<file path="src/rtl/menu_compositor.sv">
// Menu overlay compositor: lowest-index opaque sprite layer wins (with blink gating),
// plus a three-state key FSM driving a wrapping cursor and a one-cycle confirm strobe.
module menu_compositor #(
    parameter int                    NUM_LAYERS = 8,
    parameter int                    NUM_ITEMS  = 2,
    parameter int                    BLINK_BITS = 21,
    parameter logic [NUM_LAYERS-1:0] BLINK_MASK = NUM_LAYERS'(8'b0000_0110),
    parameter logic [11:0]           BG_COLOR   = 12'h000
) (
    input  logic                       clk,
    input  logic                       rst,
    input  logic [NUM_LAYERS*16-1:0]   layer_color,
    input  logic [NUM_LAYERS-1:0]      layer_valid,
    input  logic                       key_up,
    input  logic                       key_down,
    input  logic                       key_sel,
    output logic [2:0]                 cursor,
    output logic                       sel_pulse,
    output logic                       blink,
    output logic [11:0]                color
);

    typedef enum logic [1:0] {BROWSE, CONFIRM, HOLD} state_t;

    localparam logic [2:0] LAST_ITEM = 3'(NUM_ITEMS - 1);

    logic [BLINK_BITS-1:0] cnt_q;
    logic                  up_q, dn_q, sel_q;
    state_t                state_q;
    logic [2:0]            cursor_q;
    logic                  sel_pulse_q;
    logic [11:0]           color_q, color_d;
    logic [NUM_LAYERS-1:0] disp;
    logic [NUM_LAYERS-1:0] unused_nib;
    logic                  up_e, dn_e, sel_e;

    assign blink     = cnt_q[BLINK_BITS-1];
    assign cursor    = cursor_q;
    assign sel_pulse = sel_pulse_q;
    assign color     = color_q;

    assign up_e  = key_up   & ~up_q;
    assign dn_e  = key_down & ~dn_q;
    assign sel_e = key_sel  & ~sel_q;

    // Blinking layers are hidden during the low blink phase; scan downward so layer 0 wins.
    always_comb begin
        disp    = layer_valid & ~(BLINK_MASK & {NUM_LAYERS{~blink}});
        color_d = BG_COLOR;
        for (int i = NUM_LAYERS - 1; i >= 0; i--) begin
            if (disp[i]) color_d = layer_color[16*i+4 +: 12];
        end
    end

    always_comb begin
        unused_nib = '0;
        for (int i = 0; i < NUM_LAYERS; i++) unused_nib[i] = ^layer_color[16*i +: 4];
    end

    always_ff @(posedge clk or posedge rst) begin
        if (rst) begin
            cnt_q   <= '0;
            up_q    <= 1'b0;
            dn_q    <= 1'b0;
            sel_q   <= 1'b0;
            color_q <= BG_COLOR;
        end else begin
            cnt_q   <= cnt_q + 1'b1;
            up_q    <= key_up;
            dn_q    <= key_down;
            sel_q   <= key_sel;
            color_q <= color_d;
        end
    end

    always_ff @(posedge clk or posedge rst) begin
        if (rst) begin
            state_q     <= BROWSE;
            cursor_q    <= 3'd0;
            sel_pulse_q <= 1'b0;
        end else begin
            case (state_q)
                BROWSE: begin
                    if (sel_e) begin
                        state_q     <= CONFIRM;
                        sel_pulse_q <= 1'b1;
                    end else if (up_e && !dn_e) begin
                        cursor_q <= (cursor_q == 3'd0) ? LAST_ITEM : cursor_q - 3'd1;
                    end else if (dn_e && !up_e) begin
                        cursor_q <= (cursor_q == LAST_ITEM) ? 3'd0 : cursor_q + 3'd1;
                    end
                end
                CONFIRM: begin
                    state_q     <= HOLD;
                    sel_pulse_q <= 1'b0;
                end
                HOLD: begin
                    if (!key_sel) state_q <= BROWSE;
                end
                default: begin
                    state_q     <= BROWSE;
                    sel_pulse_q <= 1'b0;
                end
            endcase
        end
    end

endmodule

</file>
<file path="config.mk">
export PLATFORM = sky130hd
export DESIGN_NAME = menu_compositor
export DESIGN_NICKNAME = d
export VERILOG_FILES = /design/src/rtl/menu_compositor.sv
export SDC_FILE = /design/constraint.sdc
export NUM_CORES = 1
export LEC_CHECK = 0
export BUFFER_PORTS_ARGS = -buffer_cell sky130_fd_sc_hd__buf_2
export CAP_MARGIN = 20
export CORE_UTILIZATION = 46
export CTS_BUF_LIST = sky130_fd_sc_hd__clkbuf_16
export CTS_CLUSTER_SIZE = 28
export DETAILED_ROUTE_END_ITERATION = 8
export GPL_TIMING_DRIVEN = 0
export HOLD_SLACK_MARGIN = 0.05
export PLACE_DENSITY = 0.95
export SLEW_MARGIN = 20
export SYNTH_ARGS = -nofsm -noshare
export SYNTH_HDL_FRONTEND = slang
export SYNTH_SLANG_ARGS = --single-unit
</file>
<file path="constraint.sdc">
create_clock -name clk -period 3.2 [get_ports clk]
set_clock_uncertainty 0.15 [all_clocks]
set_input_delay 0.96 -clock clk [delete_from_list [all_inputs] [get_ports clk]]
set_output_delay 0.96 -clock clk [all_outputs]
set_load 0.01 [all_outputs]
</file>
==> summary.md, run 1 <==
| Metric | Value |
|---|---|
| Post-CTS Setup Inserts | 0 |
| Remaining Overflow, GRT | 0 |
| Via density | 5.43 |
| Fin crit share | 71.5% |
| Seq/Total Area, Yosys | 41.9% |
| Root Driver | clkbuf_16 |
| CP Buf/Inv Count | 1 |
| HPWL Detailed | 5700 um |
| Async set-reset flop share out of synthesis | 100% |
| Core Region | 0.00517 mm2 |
| Synth top area share | 41.9% |
| Netlist cell types | 32 |
| Critical path startpoint category | input port |
| Crit-path leading delay family | simple AND/OR/NAND/NOR gates |
| RSZ-0062 raised after global routing | false |
| Slew Limit Headroom | 66.2% |
| Via count | 2616 |
| R2R cell count | 6 |
| Setup violators final | 0 |
| CP endpoint kind | register |
| Critical Path RT | 3.22 ns |
| Max-slew violation count | 0 |
| GP Congestion | 0.916 |
| ANT cells | 0 |
| Leak | 1.76 nW |
| Cell count after synthesis | 279 |
| Hold Buf Count CTS | 0 |
| GRT Total Usage | 26.6% |
| Clock Pin Slew Worst Setup and Hold Paths | 0.06 ns |
| Hold path depth | 1 |
| DR pass1 iterations | 4 |
| Worst Path Arrival | 2.30 ns |
| # nets final | 555 |
| DRC errors left | 0 |
| TritonCTS buffer count | 5 |
| Final Hold Viols | 0 |
| WL/cell | 14.8 um |
| Die area | 0.00576 mm2 |
| Fin cells | 482 |
| Synth Cell Area | 0.00251 mm2 |
| Die Width | 75.9 um |
| CTS resizes | 0 |
| WP depth | 7 |
| Worst Max-Slew Pin Slew | 0.506 ns |
| Routed Antenna Nets | 0 |
| Syn_nets | 422 |
| PD cells | 385 mW/mm2 |
| Top cell type by total area after synthesis | dfrtp_1 |
| CTS H-tree depth | 2 |
| CTS tree | yes |
| Syn_area_per_cell | 9.00 um2 |
| Initial core utilization | 48.5% |
| DP Cell Count | 475 |
| Layout cells sized above 1 | 34.2% |
| CTS sink count | 42 |
| Final wirelength | 7120 um |
| Peak supply drop | 337 uV |
| Post-synth top cells | a21oi_1, dfrtp_1, inv_1, a21o_1, xnor2_1 |
| Max Cap Viol | 0 |
| Die height | 75.9 um |
| Initial antenna violation count | 0 |
| Critical Path Fanout Max | 4 |
| Crit-path cells | buf_2, nor2b_1, ha_1, nor3_1, and2_1, o21ai_0, mux2_2 |
| Clk buf depth | 2 |
| Vias in the first global route | 2567 |
| CP max stage delay | 0.29 ns |
| Area delta synth->final | 34.9% |
| HP Class | register to register |
| Yosys warning count | 0 |
| Most frequent cell after synthesis | a21oi_1 |
| F_max | 437 MHz |
| Clk_lat worst skew | 0.28 ns |
| # rows | 26 |
| Critical path class | input port to register |
| Setup TNS | 0 ns |
| Ports | 158 |
| Status | finished, final reports clean |
| Largest net degree at the start of global routing | 26 |
| PortBufs | 125 |
| Post-synth EDFFs | 0 |
| First-pass GRT wire length | 11300 um |
| Min cycle time layout | 2.29 ns |
| Crit-path slowest cell | ha_1 |
| Iteration-0 DRC Markers | 69 |
| Flops & latches, synth | 42 |
| Synth Flop Type | dfrtp_1 |
| Top cells by area, synth | dfrtp_1, a21oi_1, a21o_1, xnor2_1, inv_1 |
[registers in the layout, summed over array words and instances (netlist names)]
name	flops
cnt_q	21
color	12
cursor	3
state_q	2
dn_q	1
sel_pulse	1
sel_q	1
up_q	1
[per-stage QoR]
stage / utilization [%] / power [mW] / hold slack, ns / area (um2) / worst slack [ns]
floorplan: - / 0.709 / 0.288 / 2510 / 0.867
global placement: 62.3 / 0.826 / 0.305 / 3220 / 0.633
detailed placement: 62.8 / 0.841 / 0.314 / 3250 / 0.613
CTS: 65.5 / 1.32 / 0.328 / 3390 / 0.904
global route: 65.5 / 1.37 / 0.346 / 3390 / 0.796
finish: 65.5 / 1.30 / 0.327 / 3390 / 0.914
[layout make-up]
type,count,area (um2)
fillers,429,1790
multi-input cells,192,1290
flip-flops and latches,42,1050
repair buffers,126,653
clock buffers,5,125
inverters,29,109
well taps,70,87.6
plain buffers,16,62.6
clock inverters,2,11.3
[cell families after synthesis]
| group | share of synthesized area [%] |
|---|---|
| buffers and inverters | 6.83 |
| DFF | 41.9 |
| and+or+nand+nor | 15.5 |
| adders and majority gates | 0.997 |
| muxes | 0.449 |
| xor gates and xnor gates | 6.98 |
| AOI/OAI and AO/OA | 27.4 |
[final timing paths]
kind	slack, ns	endpoint	start
setup reg to reg	1.33	cursor[1]	dn_q
max in group asynchronous	1.92	color[7]	rst
hold reg to reg	0.33	cnt_q[19]	cnt_q[19]
setup / recovery	0.91	cursor[1]	key_up
min in group asynchronous	0.52	sel_pulse	rst
hold / removal	0.33	cnt_q[19]	cnt_q[19]
[layout by cell type, fill, tap and decap left out]
| cell type | instances |
|---|---|
| a21o_1 | 25 |
| and2_1 | 2 |
| clkbuf_16 | 5 |
| buf_16 | 1 |
| dfrtp_1 | 42 |
| nand2_1 | 6 |
| o21ai_0 | 6 |
| o22ai_1 | 12 |
| nor3_1 | 3 |
| or2_1 | 1 |
| clkbuf_1 | 12 |
| and4_1 | 3 |
| nand4_1 | 2 |
| inv_2 | 1 |
| xnor2_1 | 13 |
| buf_1 | 2 |
| nor4_2 | 1 |
| nand3b_1 | 12 |
| nand3_1 | 11 |
| a21oi_1 | 50 |
| nor4_4 | 1 |
| nor3_2 | 1 |
| nor4_1 | 1 |
| nand4_4 | 2 |
| o21ai_1 | 8 |
| and3_1 | 1 |
| a221oi_1 | 12 |
| clkinvlp_4 | 1 |
| ha_1 | 2 |
| inv_1 | 29 |
| buf_2 | 127 |
| mux2_2 | 1 |
| xor2_1 | 7 |
| nor2b_1 | 4 |
| nor2_1 | 3 |
| nand2b_1 | 2 |
[layer usage]
layer,up-vias,part of all wire (%),GRT usage [%]
li1,1269,-,-
met2,106,54,49.2
met5,-,0,0
met4,0,3.0,11.9
met3,24,5.9,7.01
met1,1217,37,28.2
[report_power, final]
part | switching [mW] | total [mW] | leakage (nW) | internal [mW]
combinational | 0.132 | 0.257 | 1.17 | 0.125
sequential | 0.0160 | 0.576 | 0.526 | 0.559
clock | 0.189 | 0.470 | 0.0671 | 0.281
Power figures use the tool's default switching activity.
==> run 2: changes to the inputs <==
Settings changed: CORE_UTILIZATION 46 to 39, PLACE_DENSITY 0.95 to 0.89.
Clock period 3.2 ns to 2.1 ns, I/O delays scaled along.
==> run 2 against run 1 <==
Effect of this change:
- design area increased by 0.74%
- setup slack worse by 0.74 ns
- global-route usage is 5.0 points lower
- routed wire length is 4.9% lower
- non-clock buffer count stayed put
- sequential share of layout area decreased by 0.23 points
- count of clock-buffer cells in the layout did not move
- combinational power is 51% higher
- power increased by 61%
- register-to-register slack worse by 1.1 ns
- flip-flop and latch count unchanged
- critical path type unchanged
- highest routed layer unchanged
==> summary.md, run 2 (synthesized netlist as in run 1, its figures left out) <==
| Metric | Value |
|---|---|
| First-pass GRT wire length | 10900 um (-3.5%) |
| Commonest non-fill, non-tap cell in the layout | buf_2 |
| WL/cell | 13.9 um (-6.1%) |
| Largest Register | cnt_q |
| Worst Max-Slew Pin Slew | 0.503 ns (-0.00291 ns) |
| Vias in the first global route | 2445 (-4.8%) |
| PortBufs | 125 (unchanged) |
| DRC errors left | 0 (unchanged) |
| F_max | 519 MHz |
| Layout cells sized above 1 | 34.1% (-0.083 points) |
| Setup TNS | 0 ns (unchanged) |
| Hold Buf Count CTS | 0 (unchanged) |
| Min cycle time layout | 1.93 ns |
| Largest net degree at the start of global routing | 37 (+42%) |
| Final Hold Viols | 0 (unchanged) |
| Setup violators final | 0 (unchanged) |
| Initial antenna violation count | 0 (unchanged) |
| Critical Path Fanout Max | 4 (unchanged) |
| # rows | 28 (+7.7%) |
| Most frequent cells in the layout | buf_2, a21oi_1, dfrtp_1 |
| Reg-to-Reg End | cursor[1] |
| Max-slew violation count | 0 (unchanged) |
| RSZ-0062 raised after global routing | false |
| R2R cell count | 6 (unchanged) |
| CP max stage delay | 0.28 ns (about the same) |
| CTS H-tree depth | 2 (unchanged) |
| Core Region | 0.00606 mm2 (+17%) |
| Critical path startpoint category | input port |
| Clk_lat worst skew | 0.28 ns (about the same) |
| Clk buf depth | 2 (unchanged) |
| PD cells | 614 mW/mm2 (+60%) |
| HP Class | input port to async pin |
| Max Cap Viol | 0 (unchanged) |
| Crit-path slowest cell | ha_1 |
| # nets final | 555 (unchanged) |
| CTS sink count | 42 (unchanged) |
| Max reg flops | 21 (unchanged) |
| Post-CTS Setup Inserts | 0 (unchanged) |
| Fin crit share | 91.7% |
| R2R Setup Slk | 0.27 ns (-1.06 ns) |
| Remaining Overflow, GRT | 0 (unchanged) |
| Ports | 158 (unchanged) |
| Final wirelength | 6770 um (-4.9%) |
| GRT Total Usage | 21.6% (-5.0 points) |
| R2R Path Start | dn_q |
| Critical path class | input port to register |
| Critical Path RT | 2.11 ns (-1.11 ns) |
| TritonCTS buffer count | 5 (unchanged) |
| Crit-path leading delay family | simple AND/OR/NAND/NOR gates |
| Routed Antenna Nets | 0 (unchanged) |
| Fin cells | 488 (+1.2%) |
| Fillcell total | 569 (+33%) |
| DR pass1 iterations | 4 (unchanged) |
| Via density | 5.17 (-4.8%) |
| CP endpoint kind | register |
| CTS tree | yes |
| DP Cell Count | 480 (+1.1%) |
| Iteration-0 DRC Markers | 86 (+25%) |
| CP Buf/Inv Count | 1 (unchanged) |
| GP Congestion | 0.865 (-5.6%) |
| Via count | 2522 (-3.6%) |
| Status | finished, final reports clean |
| Root Driver | clkbuf_16 |
| Area delta synth->final | 35.9% |
| ANT cells | 0 (unchanged) |
| Crit-path cells | buf_2, nor2b_1, ha_1, nor3_1, and2_1, o21ai_0, mux2_2 |
| Die height | 82.2 um (+8.4%) |
| CTS resizes | 0 (unchanged) |
| Die area | 0.00676 mm2 (+17%) |
| Clock Pin Slew Worst Setup and Hold Paths | 0.06 ns (about the same) |
| Peak supply drop | 589 uV (+75%) |
| Worst Path Arrival | 1.94 ns (-0.36 ns) |
| Slew Limit Headroom | 66.4% (+0.19 points) |
| Leak | 1.78 nW (+0.91%) |
| Initial core utilization | 41.4% (-7.1 points) |
| Die Width | 82.2 um (+8.4%) |
| HPWL Detailed | 5580 um (-2.1%) |
-- run 2: cell types whose count changed in the layout (fill, tap and decap cells not counted), sizes merged --
cell | before | now
inv | 30 | 31
clkinvlp | 1 | 0
bufinv | 0 | 1
-- run 2: layout make-up --
type | count | area [um2] | share of cell area, %
Clock buffer | 5 | 125 | 3.67
Multi-Input combinational cell | 192 | 1290 | 37.7
Clock inverter | 3 | 37.5 | 1.10
Timing Repair Buffer | 126 | 646 | 18.9
Buffer | 16 | 62.6 | 1.83
Inverter | 29 | 109 | 3.19
Tap cell | 75 | 93.8 | 2.75
Sequential cell | 42 | 1050 | 30.8
-- run 2: worst max-delay path by stage --
stage                start  slack (ns)  cells past startpoint   endpoint
finish              key_up        0.17                      7  cursor[1]
global route        key_up        0.07                      7  cursor[1]
CTS                 key_up        0.17                      7  cursor[1]
detailed placement  key_up       -0.12                      7  cursor[1]
global placement       rst       -0.15                      2  cursor[0]
floorplan           key_up         0.1                      6  cursor[1]
-- run 2: report_power, final --
group | internal, mW | total [mW] | switching [mW]
clock network | 0.551 | 0.831 | 0.280
registers | 0.853 | 0.878 | 0.0247
logic | 0.189 | 0.387 | 0.198
total | 1.59 | 2.10 | 0.503
-- run 2: per-layer routing --
metal	track usage, %	vias up	wire, um
met2	39.2	110	3400
met3	5.05	9	447
met5	0	-	0
met4	7.54	0	98
li1	-	1272	-
met1	24.7	1131	2820
-- run 2: per-stage QoR --
stage	utilization, %	power, mW	worst slack (ns)	cell area, um2	hold WS [ns]
final	56.3	2.10	0.175	3410	0.0923
after global routing	56.3	2.21	0.0663	3410	0.102
after CTS	56.3	2.12	0.175	3410	0.0923
after detailed placement	53.6	1.28	-0.118	3250	0.307
after global placement	53.3	1.26	-0.147	3230	0.304
after floorplan	-	1.08	0.0968	2510	0.288
-- run 2: worst reg2reg max path, stage by stage (launching register included) --
cell	delay (ns)
dfrtp_1	0.36
nand2b_1	0.14
ha_1	0.27
nor3_1	0.17
and2_1	0.24
o21ai_0	0.11
mux2_2	0.28
==> run 3: changes to the inputs <==
Settings changed: CORE_UTILIZATION 39 to 43, PLACE_DENSITY 0.89 to 0.93.
Clock period 2.1 ns to 1.9 ns, I/O delays scaled along.
==> run 3 against run 2 <==
Effect of this change:
- count of clock-buffer cells in the layout did not move
- first-iteration DRC count up 55%
- utilization grew 4.5 points
- hold slack lost 0.0040 ns
- register-to-register slack got worse by 0.15 ns
==> summary.md, run 3 (synthesized netlist as in run 1, its figures left out) <==
| Metric | Value |
|---|---|
| Slew Limit Headroom | 64.0% (-2.4 points) |
| Switching Fraction | 25.8% (+1.8 points) |
| TritonCTS buffer count | 5 (unchanged) |
| Peak supply drop | 533 uV (-9.5%) |
| Worst Path Arrival | 1.82 ns (-0.12 ns) |
| Critical Path RT | 1.91 ns (-0.20 ns) |
| Area delta synth->final | 35.0% |
| Die Width | 78.4 um (-4.6%) |
| Largest Register | cnt_q |
| DRC errors left | 0 (unchanged) |
| CTS resizes | 0 (unchanged) |
| Setup violators final | 0 (unchanged) |
| HPWL Detailed | 5560 um (-0.36%) |
| Layout cells sized above 1 | 34.7% (+0.57 points) |
| Root Driver | clkbuf_16 |
| Placed instance area | 0.00325 mm2 (+0.12%) |
| Clock Pin Slew Worst Setup and Hold Paths | 0.06 ns (about the same) |
| R2R Setup Slk | 0.12 ns (-0.15 ns) |
| Vias in the first global route | 2526 (+3.3%) |
| F_max | 552 MHz |
| Leak | 1.76 nW (-0.85%) |
| Crit path to | color[1] |
| Switch Pwr | 565 uW (+12%) |
| Initial core utilization | 45.0% (+3.6 points) |
| Status | finished, final reports clean |
| Remaining Overflow, GRT | 0 (unchanged) |
| Final Hold Viols | 0 (unchanged) |
| Critical Path Fanout Max | 10 (+6) |
| Via density | 5.29 (+2.3%) |
| Reg-to-Reg End | color[1] |
| Largest net degree at the start of global routing | 30 (-19%) |
| CTS H-tree depth | 2 (unchanged) |
| Most frequent cells in the layout | buf_2, a21oi_1, dfrtp_1 |
| Critical path class | input port to register |
| Via count | 2559 (+1.5%) |
| Clk_lat worst skew | 0.28 ns (about the same) |
| Max reg flops | 21 (unchanged) |
| Core Region | 0.00557 mm2 (-8.0%) |
| ANT cells | 0 (unchanged) |
| WL/cell | 14.1 um (+1.3%) |
| Logic pwr share | 19.7% (+1.2 points) |
| # rows | 27 (-3.6%) |
| GP Congestion | 0.871 (+0.66%) |
| Final wirelength | 6800 um (+0.46%) |
| Fin crit share | 95.3% |
| Routed Antenna Nets | 0 (unchanged) |
| # nets final | 555 (unchanged) |
| Post-route design area | 0.00339 mm2 (-0.66%) |
| First-pass GRT wire length | 11300 um (+3.7%) |
| Critical path startpoint category | input port |
| CTS tree | yes |
| Post-CTS Setup Inserts | 0 (unchanged) |
| Iteration-0 DRC Markers | 133 (+55%) |
| Initial antenna violation count | 0 (unchanged) |
| Max Cap Viol | 0 (unchanged) |
| Die area | 0.00615 mm2 (-9.1%) |
| Seq pwr share | 44.2% (+2.3 points) |
| HP Class | input port to async pin |
| Max-slew violation count | 0 (unchanged) |
| PD cells | 647 mW/mm2 (+5.3%) |
| PortBufs | 125 (unchanged) |
| RSZ-0062 raised after global routing | false |
| Worst Max-Slew Pin Slew | 0.540 ns (+0.0364 ns) |
| R2R Path Start | cnt_q[20] |
| Min cycle time layout | 1.81 ns |
| CTS sink count | 42 (unchanged) |
| R2R cell count | 4 (-2) |
| Setup TNS | 0 ns (unchanged) |
| Crit. Startpoint | layer_valid[0] |
| Ports | 158 (unchanged) |
| Die height | 78.4 um (-4.6%) |
| Internal cell power | 1.63 mW (+2.2%) |
| Final setup margin | 0.0889 ns (-0.0860 ns) |
| Commonest non-fill, non-tap cell in the layout | buf_2 |
| GRT Total Usage | 23.2% (+1.6 points) |
| DR pass1 iterations | 4 (unchanged) |
| Setup WS pre-CTS | -0.164 ns (-0.0460 ns) |
| Clk network pwr share | 36.1% (-3.6 points) |
| Clk buf depth | 2 (unchanged) |
| Hold Buf Count CTS | 0 (unchanged) |
| CP endpoint kind | register |
==> run 3: cell types whose count changed in the layout (fill, tap and decap cells not counted) <==
cell / before / now
nor3_2: 1 / 2
and2_4: 0 / 1
nor3_1: 3 / 2
bufinv_16: 1 / 0
clkinvlp_4: 0 / 1
inv_1: 30 / 29
and2_1: 2 / 1
==> run 3: how the worst min path moves through the flow <==
stage / from / endpoint / slack [ns] / cells past startpoint
2_1_floorplan: cnt_q[17] / cnt_q[17] / 0.29 / 1
3_3_place_gp: cnt_q[17] / cnt_q[17] / 0.31 / 1
3_5_place_dp: cnt_q[13] / cnt_q[13] / 0.31 / 1
4_1_cts: rst / state_q[1] / 0.09 / 2
5_1_grt: rst / state_q[1] / 0.11 / 2
6_report: rst / color[0] / 0.09 / 2
==> run 3: per-layer routing <==
layer  wire (um)  GRT usage, %  vias to the layer above
met2        3570          43.1                       95
met3         354          4.19                       11
met1        2750          27.4                     1189
met4         124          5.93                        0
met5           0             0                        -
li1            -             -                     1264
==> run 3: through the flow <==
step           hold WS [ns]  power, mW  utilization (%)  std cells
5_1_grt               0.107       2.30             60.8        484
6_report             0.0883       2.19             60.8        484
3_5_place_dp          0.308       1.41             58.4        477
3_3_place_gp          0.306       1.40             58.0        476
2_1_floorplan         0.288       1.20                -        279
4_1_cts              0.0934       2.21             60.8        484
==> run 3: final cells by class <==
class,instances,area (um2)
tap,72,90.1
fill,492,2180
timing repair buffer,126,646
clock inverter,2,11.3
inverter,29,109
buffer,16,62.6
sequential,42,1050
multi-input combinational,192,1290
clock buffer,5,125
==> run 3: critical path, stage by stage <==
cell and delay, ns:
buf_2 0.11, inv_1 0.07, nand3_1 0.13, clkbuf_1 0.45, o22ai_1 0.18, a21oi_1 0.30
==> run 3: power by group through the flow <==
stage / Clock, mW / Sequential (mW) / Combinational (mW)
4_1_cts: 0.810 / 0.970 / 0.433
3_5_place_dp: 0 / 0.985 / 0.430
6_report: 0.791 / 0.969 / 0.432
5_1_grt: 0.847 / 0.975 / 0.480
3_3_place_gp: 0 / 0.984 / 0.413
2_1_floorplan: 0 / 1.00 / 0.196
